--- config.mk ---
export PLATFORM = sky130hd
export DESIGN_NAME = cmp_alarm_fsm
export DESIGN_NICKNAME = d
export VERILOG_FILES = /design/src/rtl/cmp_alarm_fsm.sv
export SDC_FILE = /design/constraint.sdc
export NUM_CORES = 1
export LEC_CHECK = 0
export CORE_MARGIN = 3
export CORE_UTILIZATION = 40
export CTS_BUF_LIST = sky130_fd_sc_hd__clkbuf_2
export DETAILED_ROUTE_END_ITERATION = 16
export SKIP_LAST_GASP = 1
export SLEW_MARGIN = 5
export SYNTH_ARGS = -nofsm -noshare
export SYNTH_HDL_FRONTEND = slang
export SYNTH_SLANG_ARGS = --single-unit
--- constraint.sdc ---
create_clock -name clk -period 3.9 [get_ports clk]
set_clock_uncertainty 0.2 [all_clocks]
set_input_delay 0.585 -clock clk [delete_from_list [all_inputs] [get_ports clk]]
set_output_delay 0.585 -clock clk [all_outputs]
set_load 0.02 [all_outputs]
--- src/rtl/cmp_alarm_fsm.sv ---
// cmp_alarm_fsm: comparator flag monitor with saturating counts and hysteresis alarm
module cmp_alarm_fsm #(
  parameter int CNT_W   = 8,
  parameter int TRIP    = 3,
  parameter int RELEASE = 2
) (
  input  logic             clk,
  input  logic             rst,
  input  logic             valid,
  input  logic             lesser,
  input  logic             greater,
  input  logic             equal,
  input  logic             clear,
  output logic             alarm,
  output logic             alarm_rise,
  output logic [1:0]       state,
  output logic [CNT_W-1:0] gt_cnt,
  output logic [CNT_W-1:0] lt_cnt,
  output logic [CNT_W-1:0] eq_cnt,
  output logic [CNT_W-1:0] err_cnt,
  output logic             err
);
  typedef enum logic [1:0] {IDLE = 2'b00, ARMING = 2'b01, ALARM = 2'b10, RELEASING = 2'b11} state_t;
  localparam logic [3:0] TRIP_V = 4'(TRIP);
  localparam logic [3:0] REL_V  = 4'(RELEASE);
  state_t r_state, w_state_nx;
  logic [3:0] r_run, w_run_nx, w_run_inc;
  logic r_rise, r_err, w_rise_nx, w_g, w_l, w_e, w_bad;
  logic [CNT_W-1:0] r_gt, r_lt, r_eq, r_ec;
  assign w_g       = valid & greater & ~lesser & ~equal;
  assign w_l       = valid & lesser & ~greater & ~equal;
  assign w_e       = valid & equal & ~greater & ~lesser;
  assign w_bad     = valid & ~(w_g | w_l | w_e);
  assign w_run_inc = r_run + 4'd1;
  always_comb begin
    w_state_nx = r_state;
    w_run_nx   = r_run;
    case (r_state)
      IDLE:
        if (w_g) begin
          if (TRIP_V == 4'd1) w_state_nx = ALARM;
          else begin
            w_state_nx = ARMING;
            w_run_nx   = 4'd1;
          end
        end
      ARMING:
        if (w_g) begin
          if (w_run_inc == TRIP_V) begin
            w_state_nx = ALARM;
            w_run_nx   = 4'd0;
          end else w_run_nx = w_run_inc;
        end else if (w_l || w_e) begin
          w_state_nx = IDLE;
          w_run_nx   = 4'd0;
        end
      ALARM:
        if (w_l) begin
          if (REL_V == 4'd1) w_state_nx = IDLE;
          else begin
            w_state_nx = RELEASING;
            w_run_nx   = 4'd1;
          end
        end
      RELEASING:
        if (w_l) begin
          if (w_run_inc == REL_V) begin
            w_state_nx = IDLE;
            w_run_nx   = 4'd0;
          end else w_run_nx = w_run_inc;
        end else if (w_g || w_e) begin
          w_state_nx = ALARM;
          w_run_nx   = 4'd0;
        end
    endcase
    // only entries from the non-alarm half of the encoding count as a rise
    w_rise_nx = (w_state_nx == ALARM) && !r_state[1];
  end
  function automatic logic [CNT_W-1:0] f_cnt(input logic [CNT_W-1:0] c, input logic en, input logic clr);
    return clr ? '0 : (en && c != '1) ? c + CNT_W'(1) : c;
  endfunction
  always_ff @(posedge clk) begin
    if (rst) begin
      r_state <= IDLE;
      r_run   <= '0;
      r_rise  <= 1'b0;
      r_err   <= 1'b0;
      r_gt    <= '0;
      r_lt    <= '0;
      r_eq    <= '0;
      r_ec    <= '0;
    end else begin
      r_state <= w_state_nx;
      r_run   <= w_run_nx;
      r_rise  <= w_rise_nx;
      r_err   <= w_bad;
      r_gt    <= f_cnt(r_gt, w_g, clear);
      r_lt    <= f_cnt(r_lt, w_l, clear);
      r_eq    <= f_cnt(r_eq, w_e, clear);
      r_ec    <= f_cnt(r_ec, w_bad, clear);
    end
  end
  assign state      = r_state;
  assign alarm      = r_state[1];
  assign alarm_rise = r_rise;
  assign err        = r_err;
  assign gt_cnt     = r_gt;
  assign lt_cnt     = r_lt;
  assign eq_cnt     = r_eq;
  assign err_cnt    = r_ec;
endmodule

Yosys cells after proc, flatten, opt, wreduce, memory -nomap -nowiden --
Index checks and enable logic that the tools add are counted.
Word-level totals: flip-flop bits (word level) 40, bits of input ports 7, output and inout port bits 37, word-level logic and storage cells 72
Operators by class: $add $sub $neg 5, equality and inequality tests 14, mux-type cells 18, bitwise logic cells 16, reduce and logical (&&, ||, !) cells 11
Operators by type and width (count):
- $add 8x1->8 const B | 4
- $mux 4 | 8
- $ne 8x8->1 const B | 4
- $mux 2 | 8
- $pmux 4 s4 | 1
- $and 1x1->1 | 10
- $eq 4x2->1 const B | 2
- $pmux 2 s4 | 1
- $eq 2x2->1 const B | 3
- $ne 3x3->1 const B | 2
- $logic_and 1x1->1 | 5
- $add 4x1->4 const B | 1
- $ne 2x2->1 const B | 2
- $not 1->1 | 4
- $reduce_and 4->1 | 1
- $eq 2x1->1 const B | 1
- $logic_not 2->1 | 1
- $logic_or 1x1->1 | 2
- $or 1x1->1 | 2
- $reduce_or 2->1 | 1
- $logic_not 1->1 | 1

Longest topological paths before layout --
depth in word-level cells 9, mapped depth 7, depth with buffers taken out 7

Least setup slack after synthesis --
Ideal clock, no wire load.
kind input to register, start input equal, end register r_run[1], setup time 92 ps, data arrival time 1709 ps, data required time 3608 ps, setup slack 1899 ps, cell stages on the path 6, path buffers 1, cells stage by stage buf_4 > or3b_4 > o21ai_2 > nand3_2 > or3_1 > o32ai_1
Between the ends: cells in the longest elaborated chain, start to end 6, elaborated cells on any way between the ends 16, those cells by class eq/ne: 4; mux: 3; bitwise: 6; reduce/logical: 3
Ends and longest elaborated chain:
- start, declared | RTL line 12 | input logic equal,
- $and 1x1->1 (3 in series) | RTL line 32 | assign w_e = valid & equal & ~greater & ~lesser;
- $logic_or 1x1->1 (on tied branches) | RTL line 71, 53
- $ne 3x3->1 (no source line)
- $reduce_and 4->1 (no source line)
- end signal, assigned | RTL line 94 | r_run <= w_run_nx;
- end, declared | RTL line 27 | logic [3:0] r_run, w_run_nx, w_run_inc;
Parallel ways exist; a longest one is shown, timed or not. A chain may end at the register's enable or synchronous reset.

Worst setup path in the final report --
start input valid, end register r_gt[5] (netlist: gt_cnt[5])
Between the ends: cells in the longest elaborated chain, start to end 4
Ends and longest elaborated chain:
- start, declared | RTL line 9 | input logic valid,
- $and 1x1->1 (3 in series) | RTL line 30 | assign w_g = valid & greater & ~lesser & ~equal;
- $logic_and 1x1->1 | RTL line 80 | return clr ? '0 : (en && c != '1) ? c + CNT_W'(1) : c;
- end signal, assigned | RTL line 97 | r_gt <= f_cnt(r_gt, w_g, clear);
- end, declared | RTL line 29 | logic [CNT_W-1:0] r_gt, r_lt, r_eq, r_ec;
Every way passes these cells.

==> summary.md <==
| Metric | Value |
|---|---|
| Yosys top cell by area | `dfxtp_1` |
| Worst Setup Path Type | `in -> reg` |
| CTS Buffer Depth | `2` |
| Share of cells above drive strength 1 | `10.04%` |
| Final worst path period need | `~2600 ps` |
| Die W | `slightly above 80 um` |
| All-Layer GR Usage | `between 10% and 20%` |
| Fin. max-slew vios | `0` |
| Final Cycle Share | `between 60 and 70%` |
| WL final | `approximately 4.6 mm` |
| Most common cell after layout, fill and taps aside | `clkdlybuf4s50_1` |
| Root buf cell | `clkbuf_2` |
| Cts hold-fix bufs | `0` |
| P per Cell Area | `243.7 nW/um^2` |
| Setup bufs post-CTS | `0` |
| Slew @ Worst Pin | `between 600 and 700 ps` |
| Combinational family with the most area after synthesis | `simple AND/OR/NAND/NOR gates` |
| GRT overflow | `0` |
| N_diodes | `0` |
| Startpoint Class | `input port` |
| Largest net degree at the start of global routing | `33` |
| Sum Neg Setup Slack | `0 ps` |
| Hold Violations, Final | `0` |
| #FFs+latches synth | `40` |
| Mapped Nets | `roughly 260` |
| Upper clock frequency limit | `a little under 400 MHz` |
| TritonRoute pass-1 iters | `4` |
| H-tree levels | `2` |
| Mapped Area | `2260 um^2` |
| Seq/Total Area, Yosys | `between 30% and 40%` |
| # DRC | `0` |
| Mean area per synthesized cell | `slightly above 9 um^2` |
| Die H | `81.16 um` |
| RSZ-0062 raised after global routing | `false` |
| Iter 0 DRT Violations | `74` |
| Clock Latency Late Sink | `roughly 420 ps` |
| Post-DRT Antenna Nets | `0` |
| Routability Congestion | `approximately 0.79` |
| Post-DP HPWL | `around 3.3 mm` |
| Worst hold path class | `reg -> reg` |
| Synth Area in Compound Gates | `about 16%` |
| Initial antenna violation count | `0` |
| Post-synthesis mux area share | `around 1.3%` |
| Starting Density | `42.88%` |
| Post-synth cell types | `55` |
| Post-Synth XOR/XNOR Area | `~9.6%` |
| Number of max-cap violations | `0` |
| Global-route wire length before repair | `8.093 mm` |
| Yosys top cell area share | `35.44%` |
| # rows | `26` |
| Die area | `~6600 um^2` |
| CTS tree | `yes` |
| Core box area | `~5300 um^2` |
| Post-synthesis async set-or-reset flop share | `0%` |
| Worst EP arrival | `between 2000 and 3000 ps` |
| Drt via density | `approximately 5.2` |
| Clock Sinks | `40` |
| Final Net Count | `292` |
| Worst reg2reg setup slack | `1700 ps` |
| Main synth FF type | `dfxtp_1` |
| Buffers on Ports | `43` |
| Post-Synth Adder-Cell Area | `between 3 and 4%` |
| Setup crit end kind | `flop` |
| Commonest cells after routing, fill and taps aside | `clkdlybuf4s50_1 (43), dfxtp_1 (40), nor2_1 (35)` |
| Post-layout util | `between 50 and 60%` |
| Number of global-route vias before repair | `between 1500 and 2000` |
| Outcome | `finished clean` |
| Leakage | `about 0.85 nW` |
| # resized after CTS | `0` |
| CTS Buf Count | `5` |
| Clock transition at path regs | `~160 ps` |
| # IOs | `44` |
| CP max FO | `10` |
| Yosys warns | `0` |
| Vias | `between 1500 and 2000` |
| Worst Path Required | `roughly 4000 ps` |
| Final setup viols | `0` |
| Top cells by area, synth | `dfxtp_1 (35%), nor2_1 (5.8%), xor2_1 (4.7%), xnor2_1 (4.3%), ha_1 (3.9%)` |
| Area Growth Syn to Fin | `20.21%` |
| Post-synthesis simple-gate area fraction | `about 27%` |
| Routed wire per std cell | `~13 um` |
| Max transition margin | `58.13%` |
| Worst vdd ir | `between 0.15 and 0.2 mV` |
| Post-synth EDFFs | `0` |
| Cell count after synthesis | `approximately 240` |
==> layer usage <==
layer	vias to the layer above	wire length [um]	GRT usage (%)
met2	43	1984	23.32
li1	945	-	-
met1	824	2360	21.26
met4	0	77	6.081
met5	-	0	0
met3	12	204	3.659
==> synth_stat cells (all sizes together), types with 4 or more instances <==
library cell  count
xor2             12
xnor2            12
a211oi            4
a41oi             4
a311oi            7
nand2b            4
nor2             35
a21oi             4
a31oi             4
nor3             11
inv               8
dfxtp            40
nand3            11
and4              5
nand4             4
o21ai             5
nand2            15
ha                7
nor3b             4
buf               9
clkbuf            6
==> stage by stage <==
step | setup WS, ps | power, W | area [um^2] | hold slack (ps) | std cells
finish | 1297 | 0.0006619 | 2716 | 342.1 | 349
global route | 1065 | 0.0006891 | 2716 | 379.6 | 349
CTS | 1311 | 0.0006681 | 2716 | 341.7 | 349
detailed placement | 867.3 | 0.0004867 | 2678 | 313.9 | 341
global placement | 943.0 | 0.0004866 | 2678 | 309.9 | 341
floorplan | 1899 | 0.0004719 | 2260 | 300.9 | 242
==> area by class of cell <==
type                            count  area [um^2]
Clock buffer                        7        35.03
Inverter                            8        30.03
Multi-Input combinational cell    179         1321
Clock inverter                      1        3.754
Fill cell                         528         2554
Tap cell                           70        87.58
Timing Repair Buffer               44        437.9
Sequential cell                    40        800.8
==> cells by family after synthesis <==
kind of cell / Yosys count
AOI/OAI and AO/OA: 39
adders and majority gates: 7
xor gates and xnor gates: 24
buffers and inverters: 23
DFF: 40
muxes: 3
and+or+nand+nor: 106
==> final timing paths <==
kind	start	to	cells after the start
worst max register to register	r_run[0]	state[0]	6
worst min-delay path	err_cnt[1]	err_cnt[1]	2
worst max-delay path	valid	gt_cnt[5]	6
worst min register to register	err_cnt[1]	err_cnt[1]	2
==> state kept, by name, summed over array words and instances, names as in the netlist <==
name	cells
gt_cnt	8
eq_cnt	8
alarm_rise	1
state	2
err	1
r_run	4
err_cnt	8
lt_cnt	8
==> where the power goes <==
part           leakage [nW]  internal, W  total [W]  switching (W)
Sequential            0.323     0.000412   0.000417     0.00000436
Clock                0.0306    0.0000479   0.000184       0.000136
Combinational         0.495    0.0000263  0.0000611      0.0000348
Total                 0.848     0.000487   0.000662       0.000175
==> critical path, cell delays in order <==
cell and delay (ps):
clkdlybuf4s50_1 800, nand4bb_1 500, a311oi_2 450, nand3_1 140, xor2_1 140, nor2_1 50
No activity file was read; power rests on OpenSTA's default activity.
